### config.mk
export PLATFORM = sky130hd
export DESIGN_NAME = nibble_serial_adder
export DESIGN_NICKNAME = d
export VERILOG_FILES = /design/src/rtl/nibble_serial_adder.sv
export SDC_FILE = /design/constraint.sdc
export NUM_CORES = 1
export LEC_CHECK = 0
export CORE_MARGIN = 2
export CORE_UTILIZATION = 54
export DETAILED_ROUTE_END_ITERATION = 10
export PLACE_DENSITY_LB_ADDON = 0.05
export SKIP_LAST_GASP = 1
export SLEW_MARGIN = 20
export SYNTH_ARGS = -nofsm -noshare
export SYNTH_HDL_FRONTEND = slang
export SYNTH_SLANG_ARGS = --single-unit
### constraint.sdc
create_clock -name clk -period 6 [get_ports clk]
set_clock_uncertainty 0.2 [all_clocks]
set_input_delay 1.2 -clock clk [delete_from_list [all_inputs] [get_ports clk]]
set_output_delay 1.2 -clock clk [all_outputs]
set_load 0.02 [all_outputs]
### src/rtl/nibble_serial_adder.sv
// Multi-cycle WIDTH-bit add/subtract using one 4-bit adder slice, LS nibble first.
// Define NIBBLE_SERIAL_ADDER_FLAGS_EN to add the ovf/zero result flags.

module fulladder4 (
  input  logic [3:0] a_i,
  input  logic [3:0] b_i,
  input  logic       ci_i,
  output logic [3:0] s_o,
  output logic       co_o
);
  assign {co_o, s_o} = {1'b0, a_i} + {1'b0, b_i} + {4'b0, ci_i};
endmodule

module nibble_serial_adder #(
  parameter int NIBBLES = 4,
  parameter int WIDTH   = 4 * NIBBLES
) (
  input  logic             clk,
  input  logic             rst,
  input  logic             in_valid,
  output logic             in_ready,
  input  logic [WIDTH-1:0] a,
  input  logic [WIDTH-1:0] b,
  input  logic             sub,
  output logic             out_valid,
  input  logic             out_ready,
  output logic [WIDTH-1:0] sum,
  output logic             cout
`ifdef NIBBLE_SERIAL_ADDER_FLAGS_EN
  ,
  output logic             ovf,
  output logic             zero
`endif
);
  localparam int IDXW = (NIBBLES > 1) ? $clog2(NIBBLES) : 1;

  typedef enum logic [1:0] {IDLE, RUN, DONE} state_t;

  state_t            state_q;
  logic [IDXW-1:0]   idx_q;
  logic              carry_q;
  logic [WIDTH-1:0]  a_q, b_q, sum_q;
  logic              cout_q;
  logic [3:0]        sl_a, sl_b, sl_s;
  logic              sl_co;
  logic              last;

  assign sl_a = a_q[{idx_q, 2'b00} +: 4];
  assign sl_b = b_q[{idx_q, 2'b00} +: 4];
  assign last = (idx_q == IDXW'(NIBBLES - 1));

  fulladder4 u_slice (
    .a_i  (sl_a),
    .b_i  (sl_b),
    .ci_i (carry_q),
    .s_o  (sl_s),
    .co_o (sl_co)
  );

`ifdef NIBBLE_SERIAL_ADDER_FLAGS_EN
  logic ovf_q, zero_q;
  assign ovf  = ovf_q;
  assign zero = zero_q;
`endif

  always_ff @(posedge clk) begin
    if (rst) begin
      state_q <= IDLE;
      idx_q   <= '0;
      carry_q <= 1'b0;
      a_q     <= '0;
      b_q     <= '0;
      sum_q   <= '0;
      cout_q  <= 1'b0;
`ifdef NIBBLE_SERIAL_ADDER_FLAGS_EN
      ovf_q   <= 1'b0;
      zero_q  <= 1'b0;
`endif
    end else begin
      case (state_q)
        IDLE: begin
          // Subtract is A + ~B + 1: invert B here, inject the +1 as carry-in.
          if (in_valid) begin
            a_q     <= a;
            b_q     <= sub ? ~b : b;
            carry_q <= sub;
            idx_q   <= '0;
            state_q <= RUN;
          end
        end
        RUN: begin
          sum_q[{idx_q, 2'b00} +: 4] <= sl_s;
          carry_q <= sl_co;
          if (last) begin
            cout_q  <= sl_co;
            idx_q   <= '0;
            state_q <= DONE;
`ifdef NIBBLE_SERIAL_ADDER_FLAGS_EN
            ovf_q  <= (a_q[WIDTH-1] == b_q[WIDTH-1]) && (sl_s[3] != a_q[WIDTH-1]);
            // Lower nibbles are already final; only the top one arrives this edge.
            zero_q <= (sum_q[WIDTH-5:0] == '0) && (sl_s == 4'h0);
`endif
          end else begin
            idx_q <= idx_q + 1'b1;
          end
        end
        DONE: begin
          if (out_ready) state_q <= IDLE;
        end
        default: state_q <= IDLE;
      endcase
    end
  end

  assign in_ready  = (state_q == IDLE) && !rst;
  assign out_valid = (state_q == DONE);
  assign sum       = sum_q;
  assign cout      = cout_q;

endmodule

==> metrics.md <==
| Metric | Value |
|---|---|
| Final HPWL DP | `3450 um` |
| Setup_tns | `0 ns` |
| Final Setup Violations | `0` |
| CP Data Arrival Time | `2.61 ns` |
| Synth Register Bits | `54` |
| Post-CTS Setup Bufs | `0` |
| Tmin final | `4.01 ns` |
| Top area cells in the synthesized netlist | `dfxtp_1 (43%), mux4_2 (7.2%), nand2_1 (5.7%), nor2_1 (5.7%), xnor2_1 (5.6%)` |
| Layout Cells excl Fill | `360` |
| Vias in the first global route | `1879` |
| DR pass1 iterations | `4` |
| Row count | `24` |
| Post-synthesis cell count | `263` |
| YS warnings | `0` |
| # resized after CTS | `0` |
| Synth Area per Inst | `9.56 um2` |
| Core area | `4410 um2` |
| Fillers | `379` |
| Startpoint types | `primary input` |
| CTS max path bufs | `2` |
| CTS tree | `done` |
| Mapped cell area | `2510 um2` |
| Worst Path Required | `4.60 ns` |
| Endpoints failing hold | `0` |
| Initial antenna violation count | `0` |
| Most frequent cells in the layout | `dfxtp_1 (54), clkdlybuf4s50_1 (54), nor2_1 (38), nand2_1 (38), a21oi_1 (19)` |
| Root Buffer | `clkbuf_8` |
| Grt ovf | `0` |
| Place WS | `1.98 ns` |
| Class of the worst hold path | `reg2reg` |
| Largest area contributor in the synthesized netlist | `dfxtp_1` |
| CTS H-tree lvls | `2` |
| Io pins | `56` |
| Area growth syn-to-layout | `23.2%` |
| Count of pins over their slew limit | `0` |
| Leak | `1.15 nW` |
| Routed Antenna Nets | `0` |
| Total track usage | `21.2%` |
| Final worst path period share | `66.8%` |
| Slew @ Worst Pin | `0.982 ns` |
| Die Y | `72.2 um` |
| CP cell instances | `buf_2 > nor3_1 > clkdlybuf4s50_1` |
| VDD IR max | `0.179 mV` |
| Critical path fanouts, max | `55` |
| Sequential-to-total area share from yosys stat | `43.0%` |
| Clock slew at reported path FFs | `0.09 ns` |
| Via density | `5.47` |
| Global-route wire length before repair | `8690 um` |
| Final WL | `4980 um` |
| Maxcap violations | `0` |
| Via count | `1968` |
| WL/cell | `13.8 um` |
| Pin count of the biggest net entering global routing | `56` |
| Residual DRC | `0` |
| Power Total | `0.000725 W` |
| Hold_buf cts | `0` |
| Pwr dens | `234 nW/um2` |
| Starting density of the core | `57.0%` |
| Slowest CP cell | `buf_2` |
| Final worst slack | `1.99 ns` |
| Worst hold slack | `0.258 ns` |
| Syn nets | `311` |
| Rel. slew slack | `34.5%` |
| Antenna diodes | `0` |
| CP endpoint kind | `primary output` |
| Status | `finished, final reports clean` |
| Total clock buffers created by CTS | `5` |
| Clock Sinks | `54` |
| Skew-Pair Late Insertion Delay | `0.31 ns` |
| Placed cells | `353` |
| Input/output buffers | `55` |
| Initial DRC Count | `118` |
| Crit Path Class | `in2out` |
| RSZ-0062 raised after global routing | `false` |
| Final nets | `356` |
| Gp weighted congestion | `0.832` |
| Top cell type's share of synthesized area | `43.0%` |
| Crit-path max cell delay | `0.73 ns` |
| Layout cells sized above 1 | `7.14%` |
| Cell variety after synth | `35` |
| Width of the die | `72.2 um` |
| Max Clk Rate | `250 MHz` |
| Die ar. | `5220 um2` |
-- metal layers --
metal,track usage [%],routed length [um],share of wire (%)
met2,32.6,2380,48
met3,4.17,239,4.8
met5,0,0,0
met1,30.0,2280,46
met4,7.34,75,1.5
-- worst paths after layout --
check	start	end	slack, ns	cells after the start
worst max-delay path	rst	in_ready	1.99	3
worst min-delay path	a_q[2]$_SDFFE_PP0P_	a_q[2]$_SDFFE_PP0P_	0.26	2
worst max register to register	idx_q[0]$_SDFFE_PP0P_	carry_q$_SDFFE_PP0P_	2.60	7
worst min register to register	a_q[2]$_SDFFE_PP0P_	a_q[2]$_SDFFE_PP0P_	0.26	2
-- Yosys cell counts --
master and count:
dfxtp_1 54, nand2_1 38, nor2_1 38, a21oi_1 19, a211oi_1 16, xnor2_1 16
a22oi_1 13, ha_1 9, mux4_2 8, clkbuf_1 7, buf_4 5, a32oi_1 4
buf_6 3, inv_1 3, nand3_1 3, a21o_1 2, a31oi_1 2, buf_2 2
fa_1 2, nand2b_1 2, nor2b_1 2, nor3_1 2, a211o_1 1, a311oi_1 1
and2_1 1, and3_1 1, and3b_2 1, and4bb_1 1, clkbuf_2 1, nand2_2 1
nand3b_1 1, nor4_4 1, nor4b_4 1, or2_2 1, xor2_1 1
-- state kept, by name (all words and copies together), names as in the netlist --
name and count:
a_q 16, b_q 16, sum 16, idx_q 2, state_q 2, carry_q 1, cout 1
-- cell type report --
| cell class | count | area, um2 | area share (%) |
|---|---|---|---|
| clock inverters | 2 | 10.0 | 0.323 |
| clock buffers | 5 | 68.8 | 2.22 |
| multi-input cells | 188 | 1310 | 42.3 |
| well taps | 52 | 65.1 | 2.10 |
| inverters | 3 | 11.3 | 0.363 |
| repair buffers | 56 | 553 | 17.8 |
| flip-flops and latches | 54 | 1080 | 34.9 |
-- critical path: cells and delay by family --
kind | cells | cell delay, ns
buf+inv | 2 | 1.31
simple gates | 1 | 0.09
-- stage by stage --
step | util, % | instance area, um2
after floorplan | - | 2510
after global placement | 68.4 | 3020
after detailed placement | 68.4 | 3020
after CTS | 70.2 | 3100
after global routing | 70.2 | 3100
final | 70.2 | 3100
-- cell families (layout without fill, tap and decap cells) --
group,after synthesis,after routing,synth area share (%)
and+or+nand+nor,94,94,17.3
AOI/OAI and AO/OA,58,58,15.6
DFF,54,54,43.0
buffers and inverters,21,66,4.93
xor gates and xnor gates,17,17,5.92
adders and majority gates,11,11,6.07
muxes,8,8,7.16
-- report_power, final --
group	switching [W]	internal, W
Clock	0.000116	0.0000787
Sequential	0.0000157	0.000378
Combinational	0.0000681	0.0000686
Note: power is estimated with default switching activity, not from simulation.
